$ cat config.mk
export PLATFORM = sky130hd
export DESIGN_NAME = alu_multicycle_ctrl
export DESIGN_NICKNAME = d
export VERILOG_FILES = /design/src/rtl/alu_ctrl_pkg.sv /design/src/rtl/alu_multicycle_ctrl.sv
export SDC_FILE = /design/constraint.sdc
export NUM_CORES = 1
export LEC_CHECK = 0
export CAP_MARGIN = 15
export CORE_MARGIN = 2
export CORE_UTILIZATION = 30
export DETAILED_ROUTE_END_ITERATION = 8
export PLACE_DENSITY = 0.59
export REMOVE_ABC_BUFFERS = 1
export SYNTH_ARGS = -nofsm -noshare
export SYNTH_HDL_FRONTEND = slang
export SYNTH_SLANG_ARGS = --single-unit
$ cat constraint.sdc
create_clock -name clk -period 6.7 [get_ports clk]
set_clock_uncertainty 0.2 [all_clocks]
set_input_delay 1.005 -clock clk [delete_from_list [all_inputs] [get_ports clk]]
set_output_delay 1.005 -clock clk [all_outputs]
set_load 0.005 [all_outputs]
$ cat src/rtl/alu_ctrl_pkg.sv
// Shared funct codes, internal select codes and sequencer state encoding for
// the multi-cycle ALU control block.
package alu_ctrl_pkg;

    localparam logic [5:0] MULTU   = 6'b011001;
    localparam logic [5:0] DIVU    = 6'b011011;
    localparam logic [5:0] MFHI    = 6'b010000;
    localparam logic [5:0] MFLO    = 6'b010010;
    localparam logic [5:0] NOP_SEL = 6'b111110;
    localparam logic [5:0] HILO_WR = 6'b111111;

    typedef enum logic [1:0] {
        ST_IDLE = 2'd0,
        ST_EXEC = 2'd1,
        ST_WB   = 2'd2
    } state_e;

    // Counter must index 0..max(limit)-1 and is never narrower than one bit.
    function automatic int cnt_width(input int mul_cycles, input int div_cycles);
        int max_cyc;
        max_cyc = (mul_cycles > div_cycles) ? mul_cycles : div_cycles;
        return ($clog2(max_cyc) < 1) ? 1 : $clog2(max_cyc);
    endfunction

endpackage

$ cat src/rtl/alu_multicycle_ctrl.sv
// ALU select control: passes single-cycle funct codes through and sequences
// MULTU/DIVU for a fixed cycle count followed by a one-cycle HI/LO write.
module alu_multicycle_ctrl
    import alu_ctrl_pkg::*;
#(
    parameter int FUNCT_W    = 6,
    parameter int MUL_CYCLES = 32,
    parameter int DIV_CYCLES = 32
) (
    input  logic               clk,
    input  logic               rst,
    input  logic               issue,
    input  logic [FUNCT_W-1:0] funct,
    input  logic               flush,
    output logic [FUNCT_W-1:0] alu_sel,
    output logic               busy,
    output logic               stall,
    output logic               hilo_we,
    output logic               hilo_src
);

    localparam int CNT_W = cnt_width(MUL_CYCLES, DIV_CYCLES);

    localparam logic [FUNCT_W-1:0] SEL_MULTU   = FUNCT_W'(MULTU);
    localparam logic [FUNCT_W-1:0] SEL_DIVU    = FUNCT_W'(DIVU);
    localparam logic [FUNCT_W-1:0] SEL_NOP     = FUNCT_W'(NOP_SEL);
    localparam logic [FUNCT_W-1:0] SEL_HILO_WR = FUNCT_W'(HILO_WR);
    localparam logic [CNT_W-1:0]   MUL_LAST    = CNT_W'(MUL_CYCLES - 1);
    localparam logic [CNT_W-1:0]   DIV_LAST    = CNT_W'(DIV_CYCLES - 1);

    generate
        if (MUL_CYCLES < 1 || DIV_CYCLES < 1) begin : g_bad_cfg
            $error("alu_multicycle_ctrl: MUL_CYCLES and DIV_CYCLES must be >= 1");
        end
    endgenerate

    state_e           state_r;
    state_e           state_nxt_s;
    logic [CNT_W-1:0] cnt_r;
    logic [CNT_W-1:0] cnt_nxt_s;
    logic             op_is_div_r;
    logic             op_is_div_nxt_s;
    logic             is_mul_s;
    logic             is_div_s;
    logic [CNT_W-1:0] last_s;

    assign is_mul_s = (funct == SEL_MULTU);
    assign is_div_s = (funct == SEL_DIVU);
    assign last_s   = op_is_div_r ? DIV_LAST : MUL_LAST;
    assign busy     = (state_r != ST_IDLE);
    assign stall    = issue && busy;

    // Next-state, counter and select decode from current state and inputs.
    always_comb begin
        state_nxt_s     = state_r;
        cnt_nxt_s       = cnt_r;
        op_is_div_nxt_s = op_is_div_r;
        alu_sel         = SEL_NOP;
        hilo_we         = 1'b0;
        hilo_src        = 1'b0;
        case (state_r)
            ST_IDLE: begin
                if (issue) begin
                    alu_sel = funct;
                    // A flush in the accept cycle squashes the op before it starts.
                    if ((is_mul_s || is_div_s) && !flush) begin
                        state_nxt_s     = ST_EXEC;
                        cnt_nxt_s       = {CNT_W{1'b0}};
                        op_is_div_nxt_s = is_div_s;
                    end else begin
                        state_nxt_s = ST_IDLE;
                    end
                end else begin
                    alu_sel = SEL_NOP;
                end
            end
            ST_EXEC: begin
                alu_sel = op_is_div_r ? SEL_DIVU : SEL_MULTU;
                if (flush) begin
                    state_nxt_s = ST_IDLE;
                    cnt_nxt_s   = {CNT_W{1'b0}};
                end else if (cnt_r == last_s) begin
                    state_nxt_s = ST_WB;
                    cnt_nxt_s   = {CNT_W{1'b0}};
                end else begin
                    cnt_nxt_s   = cnt_r + CNT_W'(1);
                end
            end
            ST_WB: begin
                alu_sel     = SEL_HILO_WR;
                hilo_we     = !flush;
                hilo_src    = op_is_div_r;
                state_nxt_s = ST_IDLE;
            end
            default: begin
                state_nxt_s = ST_IDLE;
                cnt_nxt_s   = {CNT_W{1'b0}};
            end
        endcase
    end

    // Sequencer state registers with synchronous reset.
    always_ff @(posedge clk) begin
        if (rst) begin
            state_r     <= ST_IDLE;
            cnt_r       <= {CNT_W{1'b0}};
            op_is_div_r <= 1'b0;
        end else begin
            state_r     <= state_nxt_s;
            cnt_r       <= cnt_nxt_s;
            op_is_div_r <= op_is_div_nxt_s;
        end
    end

endmodule

==> out/metrics.yaml <==
status: "completed"
final_cell_mix: "clkdlybuf4s50_1, nor2_1, dfxtp_1"
synthMuxAreaShare_pct: 3.36
cts.sinks: 8
synth_top_area_share_pct: 26.9
p_leak_uw: 0.000335
syn_area_um2: 596
netSwitchingFraction_pct: 21.2
r2r_slack_ns: 4.43
hold_viol: 0
p_int_uw: 78.1
n_fill_cell: 212
drv_cap: 0
dp_hpwl_um: 1080
drt_first_iter_violations: 2
r2r-start: "cnt_r[0]$_SDFFE_PP0P_"
routed_wl_um: 1350
drive_gt1_share_pct: 3.09
slew_headroom_pct: 66.6
cp-start-kind: "input port"
die_height_um: 48.6
place.port_buffers: 19
grt_use_total_pct: 13.1
power_density_nw_per_um2: 121
tns_ns: 0
synth_fa_ha_area_share_pct: 12.6
holdPathStages: 2
r2r-end: "cnt_r[3]$_SDFFE_PP0P_"
cts_buffer_depth: 2
rsz0062_at_grt: "false"
synthXorXnorAreaFrac_pct: 0
crit_type: "in2out"
synth-simple-area-share_pct: 31.3
dr.pass1.iters: 4
fin_crit_sh_pct: 53.8
clock_power_share_pct: 35.8
first_global_vias: 570
postCtsSetupBuffers: 0
ys_ff_latch: 8
crit_required_ns: 5.49
slowest_stage: "clkdlybuf4s50_1"
h-tree-depth: 1
antenna_cells: 0
final_common_cell: "clkdlybuf4s50_1"
design.core.area_um2: 1920
crit_path_max_fanout: 7
die_w_um: 48.6
row_count: 16
synth_top_cells_by_area: "dfxtp_1, ha_1, nor2_1"
grt_pass1_wl_um: 2450
tightest_slew_ns: 0.497
hold_start: "op_is_div_r$_SDFFE_PP0P_"
fmax_mhz: 278
setup_viol: 0
routed_via_density: 4.78
ant_nets: 0
p_comb_share_pct: 16.1
post_drt_wl_per_cell_um: 10.9
path_clk_slew_ns: 0.05
cpMostUsedCell: "clkdlybuf4s50_1"
placed_cells: 121
syn_avg_cell_area_um2: 7.54
slew_viol_final: 0
gp_congestion: 0.739
syn_inst: 79
cts-resized-gates: 0
yosysUniqueCellTypes: 27
end_kind: "output port"
peakVddDrop_mv: 0.0885
cp_data_arrival_time_ns: 2.40
placed_area_um2: 797
pwr-share-seq_pct: 48.2
antenna_found_initial: 0
fin_crit_ns: 3.60
vias: 593
root_buffer: "clkbuf_4"
dieArea_um2: 2360
area_growth_pct: 37.6
yosysTopAreaCell: "dfxtp_1"
synth_top_family_by_area: "simple AND/OR/NAND/NOR gates"
ys_seq_area_share_pct: 26.9
ctsHoldBuffers: 0
critical_path_depth: 5
fin_area_um2: 820
drcViolationCount: 0
insertion_delay_ns: 0.25
timing.critical_path.cells: "clkdlybuf4s50_1 > inv_1 > nor2_1 > o21ai_0 > clkdlybuf4s50_1"
grt_max_degree: 11
final_util_pct: 42.6
initial_core_util_pct: 31.0
synth_compound_area_share_pct: 18.3
crit_family: "buffers and inverters"
cts_tree: "built"
cts_buffers: 3
ios: 20
critPathMaxStageDelay_ns: 0.53
fin_nets: 115
min_to: "op_is_div_r$_SDFFE_PP0P_"
grt_remaining_overflow: 0
ys_warn_count: 0
cp_num_buf_inv: 3
hp-class: "reg2reg"
ff2ff_path_depth: 6
fin_cells: 124
p_sw_uw: 21.0
[worst register-to-register path, delay by kind of cell (launching register included)]
kind,cells,cell delay (ns)
adder cells (fa/ha/maj),2,0.42
AO/OA/AOI/OAI,1,0.13
flip-flops,1,0.32
AND/OR/NAND/NOR,3,1.13
[final cells by class]
cell class	count	area, um2	area share [%]
clock buffers	3	22.5	2.75
inverters	6	22.5	2.75
multi-input cells	61	390	47.6
flip-flops and latches	8	160	19.5
well taps	27	33.8	4.12
repair buffers	19	190	23.2
[per-stage QoR]
stage / hold slack, ns / worst slack, ns / total power [uW]
5_1_grt: 0.329 / 2.94 / 106
6_report: 0.278 / 3.10 / 99.1
4_1_cts: 0.290 / 3.09 / 101
3_5_place_dp: 0.280 / 3.11 / 64.5
3_3_place_gp: 0.272 / 3.14 / 64.6
2_1_floorplan: 0.249 / 4.15 / 53.0
[synthesized netlist by cell type]
cell       instances
a211oi_1           2
ha_1               6
o22a_1             1
inv_1              6
buf_6              1
nand2_1            6
o41ai_1            1
and2_1             1
a21oi_1            7
nand4b_1           1
buf_1              1
mux2i_1            2
dfxtp_1            8
nor2b_1            2
nor2_1            11
nand2b_1           4
or4_1              1
clkbuf_1           2
a31oi_1            1
nand4bb_1          2
and3_1             1
nor4_1             1
o21ai_0            7
or3b_1             1
or3_1              1
and2b_1            1
nand3_1            1
[power by group through the flow]
stage	Sequential (uW)	Combinational [uW]	Clock [uW]
6_report	47.7	15.9	35.4
5_1_grt	47.6	17.3	41.4
4_1_cts	47.7	15.9	37.6
3_5_place_dp	48.7	15.8	0
3_3_place_gp	48.7	15.9	0
2_1_floorplan	48.7	4.30	0
[routing by layer]
metal | GRT usage, % | routed length, um | vias up
li1 | - | - | 314
met1 | 16.7 | 671 | 252
met2 | 20.6 | 557 | 22
met3 | 1.85 | 82 | 5
met4 | 8.57 | 36 | 0
met5 | 0 | 0 | -
[kinds of logic (layout without fill, tap and decap cells)]
kind of cell,count (synthesis),after routing
mux,2,2
compound gates,19,19
flops,8,8
simple gates,34,34
buf+inv,10,28
fa+ha+maj,6,6
[worst max-delay path by stage]
| stage | start | endpoint | slack, ns |
|---|---|---|---|
| floorplan | issue | alu_sel[2] | 4.15 |
| detailed placement | issue | alu_sel[2] | 3.11 |
| CTS | issue | alu_sel[2] | 3.09 |
| finish | issue | alu_sel[2] | 3.10 |
| global placement | issue | alu_sel[2] | 3.14 |
| global route | issue | alu_sel[2] | 2.94 |
[sequential cells by signal (all words and copies together) (netlist names)]
register / flops
cnt_r: 5
op_is_div_r: 1
state_r: 2
No activity file was read; power rests on OpenSTA's default activity.
==> RTL change: new RTL, same settings <==
Encoding of `state_e`: now one-hot (3 bits for 3 states).
--- a/src/rtl/alu_ctrl_pkg.sv
+++ b/src/rtl/alu_ctrl_pkg.sv
@@ -9,10 +9,10 @@
     localparam logic [5:0] NOP_SEL = 6'b111110;
     localparam logic [5:0] HILO_WR = 6'b111111;
 
-    typedef enum logic [1:0] {
-        ST_IDLE = 2'd0,
-        ST_EXEC = 2'd1,
-        ST_WB   = 2'd2
+    typedef enum logic [2:0] {
+        ST_IDLE = 3'b001,
+        ST_EXEC = 3'b010,
+        ST_WB   = 3'b100
     } state_e;
 
     // Counter must index 0..max(limit)-1 and is never narrower than one bit.
Behaviour: same outputs for any inputs over 10 cycles, from zero or initial values and one cycle with rst high; not proved beyond that.
==> RTL change against the unedited design <==
Synthesized area fell by 6.3%. Cell area fell by 4.3%. Setup slack got worse by 0.069 ns. Non-clock buffer count did not move. Routed wire length fell by 11%. Sequential cell count rose by 1. Die area fell by 5.8%. Total power rose by 10%. Critical endpoint is now alu_sel[0]. Hold slack improved by 0.010 ns.
==> RTL change: results (changes against the unedited design) <==
| Metric | Value |
|---|---|
| Layout cell share with drive strength beyond 1 | `9.76% (+6.7 points)` |
| WHS Endpoint | `cnt_r[4]` |
| Clk_lat worst skew | `0.25 ns (about the same)` |
| Met3 GRT Util | `2.69% (+0.84 points)` |
| Reg2reg path depth | `4 (-2)` |
| Yosys cell types | `32 (+19%)` |
| Sequential share of the synthesized area | `32.3% (+5.4 points)` |
| Met2 Usage GRT | `17.8% (-2.8 points)` |
| GRT met1 Usage | `14.8% (-1.9 points)` |
| Top flop regs | `cnt_r: 5 flops, state_r: 3 flops, op_is_div_r: 1 flops` |
| Metal3 WL | `99 um (+21%)` |
| Largest cells by area after synthesis | `dfxtp_1, nor2_1, ha_1, o21bai_1, nor4bb_1` |
| Final WL | `1.20 mm (-11%)` |
| Highest routed layer | `met3` |
| Routed vias | `509 (-14%)` |
| Worst Hold Path Cells | `1 (-1)` |
| Routed wire per std cell | `11.2 um (+3.3%)` |
| Final Cycle Share | `54.8% (+1.0 points)` |
| Post-Syn Area per Cell | `9.00 um2 (+19%)` |
| Crit path DAT | `2.47 ns (+0.07 ns)` |
| Final #Nets | `95 (-17%)` |
| Peak supply drop | `0.0729 mV (-18%)` |
| Status | `completed` |
| Slew Limit Headroom | `42.1% (-24 points)` |
| Top cells by count, synth | `dfxtp_1, nor2_1, nand2_1, o21bai_1` |
| GRT Total Usage | `11.1% (-2.0 points)` |
| Clock group share of total power | `37.3% (+1.5 points)` |
| Setup crit end | `alu_sel[0]` |
| Reg2reg start | `state_r[1]` |
| Largest fanout on the critical path | `5 (-2)` |
| Internal Dissipation | `0.0000862 W (+10%)` |
| LEAKAGE | `0.322 nW (-4.1%)` |
| Crit-path slowest cell | `clkdlybuf4s50_1` |
| Vias in the first global route | `434 (-24%)` |
| Logic power comb | `0.0000148 W (-7%)` |
| Routed met1 length | `590 um (-12%)` |
| Dpl hpwl | `903 um (-16%)` |
| Largest net degree at the start of global routing | `12 (+1)` |
| Combinational Power Share | `13.5% (-2.6 points)` |
| Min-delay src | `cnt_r[4]` |
| Crit. Startpoint | `issue` |
| Placer Congestion | `0.733 (-0.88%)` |
| Global-route wire length before repair | `1.80 mm (-27%)` |
| Reg-to-reg slack, setup | `4.70 ns (+0.27 ns)` |
| Dpl ws | `3.03 ns (-0.0788 ns)` |
| CP peak stage delay | `0.53 ns (about the same)` |
| CTS Buf Count | `3 (unchanged)` |
| First DRT Iteration DRCs | `6 (+4)` |
| H-tree Lvls | `1 (unchanged)` |
| Reg2reg end | `cnt_r[2]` |
| Placed cells | `103 (-15%)` |
| Met2 wire length | `512 um (-8.1%)` |
-- RTL change: cell count changes in the layout (fill, tap and decap cells not counted), moves of 3 or more --
cell,delta
a21oi_1,-6
o21bai_1,+3
o21ai_0,-6
inv_1,-6
ha_1,-4
nor2_1,-3
nand2_1,-3
-- RTL change: area by class of cell --
cell class	count	area, um2
Clock buffer	4	26.3
Fill cell	183	961
Multi-Input combinational cell	50	357
Sequential cell	9	180
Tap cell	25	31.3
Timing Repair Buffer	19	190
-- RTL change: cells by family after synthesis --
logic type | Yosys count | synth area share [%]
and+or+nand+nor | 34 | 39.5
AOI/OAI and AO/OA | 11 | 15.0
DFF | 9 | 32.3
buffers and inverters | 3 | 3.81
xor gates and xnor gates | 2 | 3.14
adders and majority gates | 2 | 4.48
muxes | 1 | 1.79
-- RTL change: through the flow --
stage                     cell area, um2  hold WS [ns]
after CTS                            785         0.287
after global placement               758         0.273
after detailed placement             758         0.268
after floorplan                      537         0.249
after global routing                 785         0.319
final                                785         0.288
